==> src/rtl/cac_link_arbiter.sv <==
// -----------------------------------------------------------------------------
// cac_link_arbiter
//
// Round-robin transmit scheduler for the 5-TSV Fibonacci CAC link. Two
// requesters share one CAC coder/decoder pair. Each granted word is loaded
// into the coder, allowed to settle, then checked for an exact decoder
// round-trip match and for the forbidden 01/10 FTF patterns on the TSV bus.
// Failed checks are retried up to MAX_RETRY times. Words that still fail are
// acked with an error flag and counted in a saturating error counter.
//
// Ports:
//   clock      - single clock, all logic on the rising edge
//   reset      - synchronous, active-high
//   req_valid  - per-requester request, held until its ack
//   req_data0  - payload for requester 0
//   req_data1  - payload for requester 1
//   req_ack    - one-cycle, one-hot completion pulse
//   ack_err    - qualifies req_ack: 1 = word failed after all retries
//   cac_data   - word presented to the coder datain
//   cac_load   - one-cycle coder clock-enable
//   cac_tsv    - coder TSV outputs
//   cac_dec    - decoder output
//   busy       - high in every state except IDLE
//   err_count  - saturating count of failed words
// -----------------------------------------------------------------------------
module cac_link_arbiter #(
   parameter int DATA_W     = 3,
   parameter int SETTLE_CYC = 2,
   parameter int MAX_RETRY  = 2,
   parameter int CNT_W      = 8
) (
   input  logic              clock,
   input  logic              reset,
   input  logic [1:0]        req_valid,
   input  logic [DATA_W-1:0] req_data0,
   input  logic [DATA_W-1:0] req_data1,
   output logic [1:0]        req_ack,
   output logic              ack_err,
   output logic [DATA_W-1:0] cac_data,
   output logic              cac_load,
   input  logic [4:0]        cac_tsv,
   input  logic [DATA_W-1:0] cac_dec,
   output logic              busy,
   output logic [CNT_W-1:0]  err_count
);

   typedef enum logic [2:0] {
      S_IDLE,
      S_LOAD,
      S_SETTLE,
      S_CHECK,
      S_ACK
   } state_t;

   localparam logic [3:0] SETTLE_LAST = 4'(SETTLE_CYC - 1);
   localparam logic [2:0] RETRY_LAST  = 3'(MAX_RETRY);

   state_t            state_q,   state_d;
   logic [DATA_W-1:0] word_q,    word_d;     // word under transmission
   logic              grant_q,   grant_d;    // index of the current owner
   logic              last_q,    last_d;     // round-robin pointer
   logic [3:0]        settle_q,  settle_d;
   logic [2:0]        retry_q,   retry_d;
   logic              flag_q,    flag_d;     // error flag reported at ack
   logic [CNT_W-1:0]  err_cnt_q, err_cnt_d;

   logic ftf_viol;
   logic check_pass;
   logic pick;

   // An odd TSV driven high while either even neighbour is low forms a
   // forbidden 01/10 pattern across the shielding wires.
   always_comb begin
      ftf_viol = (cac_tsv[1] & (~cac_tsv[2] | ~cac_tsv[0])) |
                 (cac_tsv[3] & (~cac_tsv[4] | ~cac_tsv[2]));
   end

   assign check_pass = (cac_dec == word_q) && !ftf_viol;

   // On a tie the requester not granted last wins; otherwise the only
   // valid requester is taken.
   assign pick = (&req_valid) ? ~last_q : req_valid[1];

   // NOTE: every variable written in this block gets a default first, so no
   // path through the case statement can leave one unassigned and infer a latch.
   always_comb begin
      state_d   = state_q;
      word_d    = word_q;
      grant_d   = grant_q;
      last_d    = last_q;
      settle_d  = settle_q;
      retry_d   = retry_q;
      flag_d    = flag_q;
      err_cnt_d = err_cnt_q;

      unique case (state_q)
         S_IDLE: begin
            if (|req_valid) begin
               grant_d = pick;
               last_d  = pick;
               word_d  = pick ? req_data1 : req_data0;
               retry_d = '0;
               flag_d  = 1'b0;
               state_d = S_LOAD;
            end
         end
         S_LOAD: begin
            settle_d = '0;
            state_d  = S_SETTLE;
         end
         S_SETTLE: begin
            if (settle_q == SETTLE_LAST) begin
               state_d = S_CHECK;
            end else begin
               settle_d = settle_q + 4'd1;
            end
         end
         S_CHECK: begin
            if (check_pass) begin
               flag_d  = 1'b0;
               state_d = S_ACK;
            end else if (retry_q == RETRY_LAST) begin
               flag_d  = 1'b1;
               if (err_cnt_q != '1) begin
                  err_cnt_d = err_cnt_q + 1'b1;
               end
               state_d = S_ACK;
            end else begin
               // Same word is reloaded; the word register is untouched.
               retry_d = retry_q + 3'd1;
               state_d = S_LOAD;
            end
         end
         S_ACK: begin
            state_d = S_IDLE;
         end
         default: begin
            state_d = S_IDLE;
         end
      endcase
   end

   // NOTE: state flops use non-blocking assignments so every flop samples the
   // pre-edge value of the others, independent of statement order.
   always_ff @(posedge clock) begin
      if (reset) begin
         state_q   <= S_IDLE;
         word_q    <= '0;
         grant_q   <= 1'b0;
         last_q    <= 1'b1;  // requester 0 wins the first tie
         settle_q  <= '0;
         retry_q   <= '0;
         flag_q    <= 1'b0;
         err_cnt_q <= '0;
      end else begin
         state_q   <= state_d;
         word_q    <= word_d;
         grant_q   <= grant_d;
         last_q    <= last_d;
         settle_q  <= settle_d;
         retry_q   <= retry_d;
         flag_q    <= flag_d;
         err_cnt_q <= err_cnt_d;
      end
   end

   // Outputs decode straight from registered state, so they are glitch-free
   // relative to the clock and take their reset values with the state.
   always_comb begin
      req_ack  = 2'b00;
      ack_err  = 1'b0;
      if (state_q == S_ACK) begin
         req_ack = grant_q ? 2'b10 : 2'b01;
         ack_err = flag_q;
      end
   end

   assign cac_load  = (state_q == S_LOAD);
   assign cac_data  = word_q;
   assign busy      = (state_q != S_IDLE);
   assign err_count = err_cnt_q;

endmodule

==> config.mk <==
export PLATFORM = sky130hd
export DESIGN_NAME = cac_link_arbiter
export DESIGN_NICKNAME = d
export VERILOG_FILES = /design/src/rtl/cac_link_arbiter.sv
export SDC_FILE = /design/constraint.sdc
export NUM_CORES = 1
export LEC_CHECK = 0
export CAP_MARGIN = 10
export CORE_UTILIZATION = 30
export CTS_BUF_LIST = sky130_fd_sc_hd__clkbuf_16
export CTS_CLUSTER_DIAMETER = 120
export DETAILED_ROUTE_END_ITERATION = 10
export PLACE_DENSITY = 0.53
export SYNTH_ARGS = -nofsm -noshare
export SYNTH_HDL_FRONTEND = slang
export SYNTH_SLANG_ARGS = --single-unit
==> constraint.sdc <==
create_clock -name clock -period 4.5 [get_ports clock]
set_clock_uncertainty 0.15 [all_clocks]
set_input_delay 0.9 -clock clock [delete_from_list [all_inputs] [get_ports clock]]
set_output_delay 0.9 -clock clock [all_outputs]
set_load 0.01 [all_outputs]
# Yosys cells after proc, flatten, opt, wreduce, memory -nomap -nowiden
# Index checks and enable logic that the tools add are counted.
# Widths: inputs -> output; s select.
totals:
  out_inout_bits: 16
  mem_bits_ro: 0
  word_cells: 69
  ff_bits: 24
  in_bits: 18
  ram_bits: 0
  memories: 0
  latch_bits: 0
classes:
  n_addsub: 3
  eq_ne: 14
  magnitude_cmp: 0
  n_shift: 0
  n_mux: 20
  mul: 0
  n_bitwise: 10
  n_reduce_logical: 14
  div_mod_pow: 0
op_table:
  columns: ["operator", "n"]
  rows:
  - ["$mux 3", 8]
  - ["$pmux 3 s4", 1]
  - ["$ne 2x2->1 const B", 5]
  - ["$eq 3x2->1 const B", 3]
  - ["$add 8x1->8 const B", 1]
  - ["$ne 8x8->1 const B", 1]
  - ["$pmux 4 s2", 1]
  - ["$reduce_and 2->1", 4]
  - ["$reduce_and 4->1", 2]
  - ["$pmux 3 s2", 1]
  - ["$mux 1", 5]
  - ["$not 1->1", 5]
  - ["$add 4x1->4 const B", 1]
  - ["$eq 4x1->1 const B", 1]
  - ["$mux 2", 2]
  - ["$mux 4", 1]
  - ["$reduce_bool 2->1", 2]
  - ["$add 3x1->3 const B", 1]
  - ["$eq 3x1->1 const B", 1]
  - ["$eq 3x3->1", 1]
  - ["$eq 3x3->1 const B", 1]
  - ["$logic_not 3->1", 1]
  - ["$ne 3x3->1 const B", 1]
  - ["$or 1x1->1", 3]
  - ["7 further kinds", 8]

# Longest topological paths before layout
depth:
  depth_word: 8
  depth_mapped: 8
  mapped_depth_nobuf: 7

# Worst setup path after synthesis
# Ideal clock, no wire load.
synth_timing:
  path_type: "input port to flip-flop"
  startpoint: "in cac_dec[2]"
  endpoint: "reg err_cnt_q[5], in the netlist err_count[5]"
  arrival_time_ns: 2.008
  n_path_buf: 1
  stages: 6
  setup_slack_ns: 2.220
  setup_time_ns: 0.121
  t_required_ns: 4.229
  path_cell_list: "xor2_1 -> a211oi_4 -> a21oi_2 -> buf_6 -> nand4_1 -> mux2_4"
synth_via:
  elab_chain_len: 4
synth_rtl:
  columns: ["element", "line", "text"]
  rows:
  - ["from (decl)", "42", "input logic [DATA_W-1:0] cac_dec,"]
  - ["$eq 3x3->1", "78", "assign check_pass = (cac_dec == word_q) && !ftf_viol;"]
  - ["$logic_and 1x1->1", "78", null]
  - ["$not 1->1 (no source line)", null, null]
  - ["$reduce_and 4->1 (no source line)", null, null]
  - ["to (signal assigned)", "163", "err_cnt_q <= err_cnt_d;"]
  - ["to (decl)", "65", "logic [CNT_W-1:0] err_cnt_q, err_cnt_d;"]
# No other way between the ends.
# A chain may end at the register's enable or synchronous reset.

# Worst setup path in the final report
layout_timing:
  startpoint: "reg state_q[0]"
  endpoint: "out busy"
layout_via:
  elab_chain_len: 1
layout_rtl:
  columns: ["element", "line", "text"]
  rows:
  - ["from (decl)", "58", "state_t state_q, state_d;"]
  - ["from (signal assigned)", "156", "state_q <= state_d;"]
  - ["$reduce_bool 3->1", "180", "assign busy = (state_q != S_IDLE);"]
  - ["to (decl)", "43", "output logic busy,"]
# No other way between the ends.

==> impl_metrics.py <==
metrics = {
    "sta": {
        "fmax_ghz": 0.341,
        "setup_viol": 0,
        "rsz0062_at_grt": "false",
        "slew_headroom_pct": 34.0,
        "final_max_slew_viol_count": 0,
        "fin_crit_ns": 2.93,
        "worst_pin_slew_ns": 0.987,
        "fin_crit_sh_pct": 65.2,
        "setup_tns_ns": 0,
        "hold_slack_ns": 0.359,
        "hold_violations": 0,
    },
    "grt": {
        "grt_max_degree": 28,
        "grt_pass1_vias": 1128,
        "grt_pass1_wl_microns": 5020,
        "gr-total-overflow": 0,
        "grt_use_total_pct": 14.4,
        "antenna_found_initial": 0,
    },
    "floorplanning": {
        "num_rows": 23,
        "dieArea_sq_um": 4730,
        "initial_core_util_pct": 32.2,
        "die_x_microns": 68.7,
        "core_sq_um": 4140,
        "pin_count": 34,
        "fp.dieH_microns": 68.7,
    },
    "critical_path": {
        "cp_data_arrival_time_ns": 1.88,
        "crit_required_ns": 3.45,
        "reg2reg_slack_ns": 2.30,
        "critPathKind": "reg -> out",
        "r2r_start": "state_q[0]",
        "critPathMaxFanout": 15,
        "r2r_end": "err_count[6]",
        "critPathLaunchType": "flop",
        "reg2reg_depth": 5,
        "end_kind": "output port",
    },
    "synthesis": {
        "ys_types": 42,
        "synth_area_sq_um": 1340,
        "synth_xor_area_share_pct": 3.28,
        "synth_edf_count": 0,
        "synth_compound_area_share_pct": 20.1,
        "synthCells": 155,
        "ys_seq_area_share_pct": 36.0,
        "synth_top_family_by_area": "simple AND/OR/NAND/NOR gates",
        "synth-seq-cells": 24,
        "synth-adder-area-share_pct": 4.68,
        "synthArstFlopShare_pct": 0,
        "ys.flop_type": "dfxtp_1",
        "yosys.area_share.simple_pct": 23.5,
        "syn_avg_cell_area_sq_um": 8.62,
        "yosys_warnings": 0,
        "syn-num-nets": 178,
        "synthMuxAreaShare_pct": 8.52,
    },
    "drt": {
        "routed_wl_microns": 2960,
        "routed_via_density": 5.09,
        "met1Wirelength_microns": 1410,
        "avgRoutedWirePerCell_microns": 12.6,
        "met3_length_microns": 109,
        "num_vias": 1191,
        "wl_met2_microns": 1410,
        "antenna_left": 0,
        "first_pass_iters": 4,
        "drcViolationCount": 0,
        "highest_layer": "met4",
        "first_iter_violations": 59,
    },
    "run_status": {
        "status": "finished clean",
    },
    "hold_path": {
        "worstHoldEndpoint": "settle_q[3]",
        "worstHoldPathType": "reg -> reg",
        "hold_path.startpoint": "settle_q[3]",
        "min_path_cells": 2,
    },
    "power": {
        "p_int_mw": 0.427,
        "p_clk_share_pct": 30.8,
        "ir_drop_mv": 0.177,
        "pwr_density_cell_nw_per_um2": 342,
        "p_seq_share_pct": 43.5,
        "sw_frac_of_total_pct": 29.6,
        "p_switching_mw": 0.179,
        "p_leak_nw": 0.641,
        "pwr-share-comb_pct": 25.7,
    },
    "clock_network": {
        "cts_setup_buffers": 0,
        "clock_latency_ns": 0.25,
        "path_clk_slew_ns": 0.06,
        "cts_sinks": 24,
        "htree_levels": 1,
        "cts_resized": 0,
        "cts_buffers": 3,
        "cts_max_path_buffers": 2,
        "cts_tree": "built",
        "cts_root_buffer": "clkbuf_16",
        "ctsHoldBuffers": 0,
    },
    "final_layout": {
        "diodes": 0,
        "finalNonFillerCells": 234,
        "final_cell_mix": "clkdlybuf4s50_1 (33), dfxtp_1 (24), nor2_1 (14), nand2_1 (13), a21oi_1 (13)",
        "drive_gt1_share_pct": 9.24,
        "mostFrequentLayoutCell": "clkdlybuf4s50_1",
        "nNetsFinal": 209,
        "area_growth_pct": 32.5,
        "fin_util_pct": 42.7,
    },
    "placed_design": {
        "dp_hpwl_microns": 2170,
        "io_buffers": 33,
        "place_congestion": 0.715,
        "placed_cells": 231,
    },
    "flow_run": {
        "maxCapViolCount": 0,
    },
}
-- synth_stat cells (3+ instances only) --
cell | n | area (sq um)
mux2i_1 | 5 | 50.1
nor3_1 | 6 | 30.0
o21ai_0 | 8 | 40.0
clkbuf_1 | 5 | 18.8
dfxtp_1 | 24 | 480
a21oi_1 | 13 | 65.1
nand2_1 | 13 | 48.8
nand3_1 | 3 | 15.0
a211oi_1 | 3 | 22.5
xor2_1 | 3 | 26.3
ha_1 | 5 | 62.6
nor2_1 | 14 | 52.6
nand4_1 | 5 | 31.3
inv_1 | 5 | 18.8
nor2b_1 | 5 | 31.3
mux2_2 | 3 | 33.8
-- critical path, stage by stage, from the launching register on --
cell             delay (ns)
dfxtp_1                0.45
nor3_1                 0.48
inv_1                  0.17
clkdlybuf4s50_1        0.53
-- power groups by stage --
stage	Clock (mW)	Combinational (mW)	Sequential [mW]
6_report	0.186	0.156	0.264
4_1_cts	0.195	0.158	0.264
5_1_grt	0.203	0.177	0.268
3_3_place_gp	0	0.155	0.267
2_1_floorplan	0	0.108	0.253
3_5_place_dp	0	0.157	0.269
-- stage by stage --
step           setup slack [ns]  power (mW)  area (sq um)
6_report                   1.57       0.606          1770
5_1_grt                    1.44       0.649          1770
4_1_cts                    1.55       0.617          1770
3_5_place_dp               1.54       0.426          1700
3_3_place_gp               1.61       0.422          1700
2_1_floorplan              2.22       0.362          1340
-- final cells by class --
type                       instances  area [sq um]
clock buffer                       3          75.1
multi-input combinational        119           803
inverter                           5          18.8
tap                               50          62.6
fill                             423          2370
sequential                        24           480
timing repair buffer              33           330
-- worst max path at each step --
| stage | from | to | slack (ns) | cells past startpoint |
|---|---|---|---|---|
| floorplan | cac_dec[2] | err_count[5] | 2.22 | 6 |
| global placement | cac_dec[2] | err_count[6] | 1.61 | 6 |
| detailed placement | cac_dec[2] | err_count[6] | 1.54 | 6 |
| CTS | state_q[0] | busy | 1.55 | 3 |
| global route | state_q[0] | busy | 1.44 | 3 |
| finish | state_q[0] | busy | 1.57 | 3 |
-- flip-flops by register name, indices dropped and copies added (netlist names) --
register / count
state_q: 3
flag_q: 1
cac_data: 3
last_q: 1
retry_q: 3
err_count: 8
settle_q: 4
grant_q: 1
-- metal layers --
layer	vias to the layer above	global-route usage (%)
met5	-	0
met4	0	5.36
met3	2	3.45
met2	22	23.2
met1	555	18.6
li1	612	-
-- cells by family (layout without fill, tap and decap cells) --
family          Yosys count  after routing
mux                      10             10
simple gates             60             60
buf+inv                  12             41
flops                    24             24
compound gates           39             39
xor+xnor                  5              5
fa+ha+maj                 5              5
Note: power is estimated with default switching activity, not from simulation.
